**config.mk**
```make
export PLATFORM = sky130hd
export DESIGN_NAME = clk_div_bank
export DESIGN_NICKNAME = d
export VERILOG_FILES = /design/src/rtl/clk_div_pkg.sv /design/src/rtl/clk_div_ch.sv /design/src/rtl/clk_div_bank.sv
export SDC_FILE = /design/constraint.sdc
export NUM_CORES = 1
export LEC_CHECK = 0
export CORE_MARGIN = 2
export CORE_UTILIZATION = 60
export DETAILED_ROUTE_END_ITERATION = 10
export PLACE_DENSITY = 0.87
export SYNTH_ARGS = -nofsm -noshare
export SYNTH_HDL_FRONTEND = slang
export SYNTH_SLANG_ARGS = --single-unit
```
**constraint.sdc**
```tcl
create_clock -name clk -period 3.9 [get_ports clk]
set_input_delay 0.39 -clock clk [delete_from_list [all_inputs] [get_ports clk]]
set_output_delay 0.39 -clock clk [all_outputs]
set_load 0.02 [all_outputs]
```
**src/rtl/clk_div_pkg.sv**
```systemverilog
// -----------------------------------------------------------------------------
// clk_div_pkg
// Shared constants for the clock-divider bank: system clock frequency, default
// counter width, the standard half-periods used across the product (display
// multiplexing, blink rates, elevator timed states) and a helper that converts
// a toggle frequency into a half-period in system-clock cycles.
// -----------------------------------------------------------------------------
package clk_div_pkg;

    localparam int CLK_HZ    = 100_000_000;
    localparam int DEF_CNT_W = 28;

    // Half-period (clk cycles between toggles) for a square wave of 'hz'.
    function automatic logic [DEF_CNT_W-1:0] hz_to_hp(input int hz);
        return DEF_CNT_W'(CLK_HZ / (2 * hz));
    endfunction

    localparam logic [DEF_CNT_W-1:0] HP_500HZ = hz_to_hp(500);  // 100_000
    localparam logic [DEF_CNT_W-1:0] HP_1HZ   = hz_to_hp(1);    // 50_000_000
    localparam logic [DEF_CNT_W-1:0] HP_2HZ   = hz_to_hp(2);    // 25_000_000
    localparam logic [DEF_CNT_W-1:0] HP_5HZ   = hz_to_hp(5);    // 10_000_000

endpackage

```
**src/rtl/clk_div_ch.sv**
```systemverilog
// -----------------------------------------------------------------------------
// clk_div_ch
// One divider channel. Counts enabled cycles 0..H-1 and, at each wrap, toggles
// the square wave and raises a one-cycle tick. A reload written while running
// is parked in a shadow register and becomes active at the next wrap, so the
// half-period in progress is never cut short or stretched.
//
// Ports:
//   clk, rst_n : system clock, synchronous active-low reset
//   en         : run enable; when low, phase is frozen
//   sync       : restart phase at zero and apply any pending reload now
//   wr         : validated load addressed to this channel
//   wr_now     : load coinciding with sync; write the active half-period directly
//   val        : half-period value that goes with wr / wr_now
//   tick       : one-cycle pulse on every toggle of sq
//   sq         : square wave, period 2*H
// -----------------------------------------------------------------------------
module clk_div_ch
    import clk_div_pkg::*;
#(
    parameter int               CNT_W = DEF_CNT_W,
    parameter logic [CNT_W-1:0] INIT  = CNT_W'(1)
) (
    input  logic             clk,
    input  logic             rst_n,
    input  logic             en,
    input  logic             sync,
    input  logic             wr,
    input  logic             wr_now,
    input  logic [CNT_W-1:0] val,
    output logic             tick,
    output logic             sq
);

    localparam logic [CNT_W-1:0] ONE = CNT_W'(1);

    logic [CNT_W-1:0] cnt;
    logic [CNT_W-1:0] div;
    logic [CNT_W-1:0] shadow;
    logic             pend;
    logic             wrap;

    // div >= 1 always holds, so div-1 never underflows.
    assign wrap = (cnt == div - ONE);

    // NOTE: sequential state uses non-blocking assignments so every register
    // samples pre-edge values, independent of statement order.
    always_ff @(posedge clk) begin
        if (!rst_n) begin
            cnt    <= '0;
            div    <= INIT;
            shadow <= INIT;
            pend   <= 1'b0;
            sq     <= 1'b0;
            tick   <= 1'b0;
        end else if (sync) begin
            cnt  <= '0;
            sq   <= 1'b0;
            tick <= 1'b0;
            pend <= 1'b0;
            if (wr_now) begin
                div    <= val;
                shadow <= val;
            end else if (pend) begin
                div <= shadow;
            end
        end else begin
            tick <= 1'b0;
            if (en) begin
                if (wrap) begin
                    cnt  <= '0;
                    sq   <= ~sq;
                    tick <= 1'b1;
                    if (pend) begin
                        div  <= shadow;
                        pend <= 1'b0;
                    end
                end else begin
                    cnt <= cnt + ONE;
                end
            end
            // Placed after the wrap handling: a load landing on a wrap edge
            // stays pending for the following wrap, while the wrap consumes
            // the previously shadowed value.
            if (wr) begin
                shadow <= val;
                pend   <= 1'b1;
            end
        end
    end

endmodule

```
**src/rtl/clk_div_bank.sv**
```systemverilog
// -----------------------------------------------------------------------------
// clk_div_bank
// Bank of NUM_CH independent clock dividers. Decodes and validates reload
// requests, reports rejected loads, and fans sync out to every channel.
//
// Ports:
//   clk, rst_n : system clock, synchronous active-low reset
//   en         : per-channel run enable
//   sync       : one-cycle strobe, realigns all channels
//   load       : one-cycle strobe, write load_val to channel load_ch
//   load_ch    : target channel index
//   load_val   : new half-period in clk cycles (0 is rejected)
//   tick       : per-channel one-cycle pulse at each sq toggle
//   sq         : per-channel 50 % square wave
//   load_err   : one-cycle pulse when a load is rejected
// -----------------------------------------------------------------------------
module clk_div_bank
    import clk_div_pkg::*;
#(
    parameter int                      NUM_CH   = 4,
    parameter int                      CNT_W    = DEF_CNT_W,
    parameter logic [NUM_CH*CNT_W-1:0] DIV_INIT = {HP_5HZ, HP_2HZ, HP_1HZ, HP_500HZ},
    parameter int                      CH_W     = (NUM_CH > 1) ? $clog2(NUM_CH) : 1
) (
    input  logic              clk,
    input  logic              rst_n,
    input  logic [NUM_CH-1:0] en,
    input  logic              sync,
    input  logic              load,
    input  logic [CH_W-1:0]   load_ch,
    input  logic [CNT_W-1:0]  load_val,
    output logic [NUM_CH-1:0] tick,
    output logic [NUM_CH-1:0] sq,
    output logic              load_err
);

    // One extra bit so the range check also works when NUM_CH is a power of two.
    localparam logic [CH_W:0] NUM_CH_C = (CH_W + 1)'(NUM_CH);

    logic              load_ok;
    logic [NUM_CH-1:0] wr_sel;

    // NOTE: every always_comb output gets a default first, so no path can
    // leave it unassigned and infer a latch.
    always_comb begin
        wr_sel  = '0;
        load_ok = load && (load_val != '0) && ({1'b0, load_ch} < NUM_CH_C);
        for (int i = 0; i < NUM_CH; i++) begin
            if (load_ok && (load_ch == CH_W'(i))) begin
                wr_sel[i] = 1'b1;
            end
        end
    end

    always_ff @(posedge clk) begin
        if (!rst_n) begin
            load_err <= 1'b0;
        end else begin
            load_err <= load && !load_ok;
        end
    end

    for (genvar g = 0; g < NUM_CH; g++) begin : g_ch
        clk_div_ch #(
            .CNT_W (CNT_W),
            .INIT  (DIV_INIT[g*CNT_W +: CNT_W])
        ) u_ch (
            .clk    (clk),
            .rst_n  (rst_n),
            .en     (en[g]),
            .sync   (sync),
            .wr     (wr_sel[g]),
            .wr_now (wr_sel[g] & sync),
            .val    (load_val),
            .tick   (tick[g]),
            .sq     (sq[g])
        );
    end

endmodule

```
==> metrics.md <==
| Metric | Value |
|---|---|
| Crit-path max FO | `16` |
| Worst r2r path cells | `11` |
| Post-synth ARST share | `0%` |
| Post-synth top area share | `between 30% and 40%` |
| Clk slew on worst S/H paths | `about 0.06 ns` |
| Share of layout cells above drive strength 1 | `8.06%` |
| Leak | `around 7.9 nW` |
| Cell Count Post-Placement | `approximately 2900` |
| Buf/Inv on CP | `2` |
| Post-Syn Area | `roughly 0.02 sq mm` |
| Status | `finished, final reports clean` |
| Final antenna-violating net count | `0` |
| Req. time, crit path | `between 4 and 5 ns` |
| Hold crit path type | `primary input to flip-flop` |
| Starting Density | `between 60% and 70%` |
| Die W | `approximately 180 um` |
| Post-CTS Setup Bufs | `0` |
| Vias/cell | `slightly above 6` |
| Max stage delay on crit path | `0.65 ns` |
| 1st-iter DRT viols | `roughly 1500` |
| Final core occ | `67.7%` |
| Vias in the first global route | `17200` |
| Overall routing resource usage | `between 30% and 40%` |
| Most common cell on crit path | `or4_1` |
| Sink Count | `349` |
| Synth Flop Type | `dfxtp_1` |
| Antenna diodes | `0` |
| Largest family of logic cells by synthesized area | `simple AND/OR/NAND/NOR gates` |
| Finish-stage setup viols | `0` |
| # DRC | `0` |
| Fin crit share | `between 90% and 100%` |
| Max_cap viols | `0` |
| Worst Setup Start Kind | `flip-flop` |
| Total global routing overflow | `0` |
| Power Density | `390 mW/mm^2` |
| Via Count | `between 15000 and 20000` |
| Most frequent cells in the layout | `nand2_1 (407), dfxtp_1 (349), nor2_1 (226)` |
| Top Family by Delay on Critical Path | `simple AND/OR/NAND/NOR gates` |
| IO Pins | `47` |
| Fin Clk Skew | `about 0.018 ns` |
| FMAX | `around 0.27 GHz` |
| Worst R2R Setup Slack | `between 0.15 and 0.2 ns` |
| GP Congestion | `roughly 0.93` |
| CP Capture Point | `g_ch[0].u_ch.div[25]$_SDFFE_PN0P_` |
| Number of synthesized flops with an enable pin | `0` |
| Total power | `roughly 8.6 mW` |
| Min Clock Period, post-route | `approximately 3.7 ns` |
| CP max-delay cell | `or4_1` |
| Yosys cell types | `85` |
| Fin. max-slew vios | `0` |
| Critical path endpoint category | `flip-flop` |
| Post-Synth XOR/XNOR Area | `around 11%` |
| First-pass DRT Iterations | `6` |
| H-tree levels | `2` |
| Sequential share of the synthesized area | `between 30% and 40%` |
| Avg WL per Cell | `18.6 um` |
| R2R Path Start | `g_ch[0].u_ch.div[0]$_SDFFE_PN0P_` |
| Flops & latches, synth | `between 300 and 400` |
| Critical path class | `flip-flop to flip-flop` |
| Largest net degree at the start of global routing | `83` |
| Hpwl dp | `roughly 37000 um` |
| Worst-path cell chain | `inv_1 -> ha_1 -> or3b_2 -> or2_2 -> a211oi_1 -> o2111ai_1 -> or4_1 -> or4_1 -> nand2_1 -> buf_4 -> a21oi_1` |
| Syn_nets | `2527` |
| Number of cells on the critical path | `11` |
| Most common cell after layout, fill and taps aside | `nand2_1` |
| Final wirelength | `between 50000 and 60000 um` |
| CP startpoint | `g_ch[0].u_ch.div[0]$_SDFFE_PN0P_` |
| Port Buf Inserts | `46` |
| Yosys top cell by area | `dfxtp_1` |
| Peak VDD IR | `around 360 uV` |
| Post-Syn Area per Cell | `~7.9 sq um` |
| Ys Warns | `0` |
| R2R Path End | `g_ch[0].u_ch.div[25]$_SDFFE_PN0P_` |
| Compound-cell area share of the yosys netlist | `between 10% and 20%` |
| Fin cells | `around 3000` |
| Slew Limit Headroom | `around 30%` |
| CTS Buf Count | `38` |
| Die area | `0.0341 sq mm` |
| Multiplexer share of the synthesized area | `about 4.4%` |
| Nets@finish | `about 2500` |
| Final Hold Viols | `0` |
| Worst Path Arrival | `between 4 and 5 ns` |
| Hold Slack | `0.276 ns` |
| Final setup margin | `0.165 ns` |
| Adder-cell area share of the yosys netlist | `less than 1%` |
| Fillers | `between 2000 and 3000` |
| Synthesized instance count | `about 2500` |
| Area contributors post-synth | `dfxtp_1 (36%), nand2_1 (7.8%), xnor2_1 (5.7%)` |
| Initial antenna violation count | `0` |
| CTS max path bufs | `3` |
| Chip height | `~180 um` |
| Place WS | `approximately 0.23 ns` |
| Rows | `66` |
| Clock root cell | `clkbuf_16` |
| Clk Latency, worst-skew pair | `between 0.5 and 0.6 ns` |
| Core outline area | `between 0.03 and 0.04 sq mm` |
| Worst slew pin tran | `roughly 1.1 ns` |
| Layout area overhead | `11.8%` |
| Post-Synth Simple-Gate Area | `26.7%` |
| First-pass GRT wire length | `approximately 88000 um` |
| CTS tree | `done` |
-- repair_timing --
item,CTS,global route
resized for setup,0,2
endpoints found under the setup margin,0,18
hold buffers,0,0
-- worst min-delay path by stage --
| stage | start | endpoint | slack [ns] | depth (start not counted) |
|---|---|---|---|---|
| after floorplan | g_ch[2].u_ch.shadow[0]$_SDFFE_PN0P_ | g_ch[2].u_ch.shadow[0]$_SDFFE_PN0P_ | 0.43 | 2 |
| after global placement | g_ch[2].u_ch.shadow[10]$_SDFFE_PN0P_ | g_ch[2].u_ch.shadow[10]$_SDFFE_PN0P_ | 0.44 | 2 |
| after detailed placement | g_ch[2].u_ch.shadow[7]$_SDFFE_PN0P_ | g_ch[2].u_ch.shadow[7]$_SDFFE_PN0P_ | 0.44 | 2 |
| after CTS | rst_n | g_ch[1].u_ch.shadow[25]$_SDFFE_PN1P_ | 0.25 | 2 |
| after global routing | rst_n | g_ch[1].u_ch.shadow[25]$_SDFFE_PN1P_ | 0.28 | 2 |
| final | rst_n | g_ch[1].u_ch.shadow[22]$_SDFFE_PN1P_ | 0.28 | 2 |
-- power breakdown --
group,total (mW),switching (mW),internal [mW],leakage [nW]
Clock,4.00,1.49,2.51,0.681
Sequential,3.75,0.0968,3.65,2.83
Combinational,0.807,0.498,0.309,4.40
-- per-stage QoR --
stage | TNS [ns] | cell area [sq um]
floorplan | 0 | 19600
global placement | 0 | 20500
detailed placement | 0 | 20500
CTS | 0 | 21900
global route | -0.0200 | 21900
finish | 0 | 21900
-- state kept, by name, summed over array words and instances, names as in the netlist --
signal            cells
load_err              1
g_ch.u_ch.cnt       112
g_ch.u_ch.div       112
g_ch.u_ch.sq          4
g_ch.u_ch.pend        4
g_ch.u_ch.shadow    112
g_ch.u_ch.tick        4
-- cell type report --
type	count	area, sq um	area share (%)
Timing Repair Buffer	133	1170	5.36
Inverter	82	308	1.40
Sequential cell	349	6990	31.9
Clock inverter	15	262	1.19
Tap cell	442	553	2.52
Multi-Input combinational cell	1848	11500	52.4
Clock buffer	53	1140	5.21
-- routing by layer --
layer  global-route usage, %  wire length, um
met5                       0                0
met4                    15.3             2840
met3                    4.96             4360
met2                    51.5            24400
met1                    41.2            22800
-- Yosys cell counts, drive strengths merged (21+ instances only) --
cell type / n
nand3b: 43
clkbuf: 152
nor3: 48
mux2i: 83
a31oi: 30
nand2: 407
o211ai: 58
xnor2: 128
buf: 50
nand4: 46
nor2: 226
and3: 34
a21oi: 118
o21ai: 85
nand3: 93
xor2: 110
nor4: 48
o2111ai: 21
or4: 21
dfxtp: 349
inv: 81
-- kinds of logic (layout without fill, tap and decap cells) --
| kind of cell | count (synthesis) | in the layout |
|---|---|---|
| xor gates and xnor gates | 242 | 242 |
| buffers and inverters | 284 | 283 |
| DFF | 349 | 349 |
| adders and majority gates | 8 | 8 |
| muxes | 85 | 85 |
| AOI/OAI and AO/OA | 442 | 442 |
| and+or+nand+nor | 1071 | 1071 |
-- worst reg2reg max path: stages, from the launching register on --
cell       delay (ns)
dfxtp_1          0.38
inv_1            0.11
ha_1             0.27
or3b_2           0.47
or2_2            0.30
a211oi_1         0.20
o2111ai_1        0.14
or4_1            0.61
or4_1            0.65
nand2_1          0.14
buf_4            0.24
a21oi_1          0.10
No activity file was read; power rests on OpenSTA's default activity.
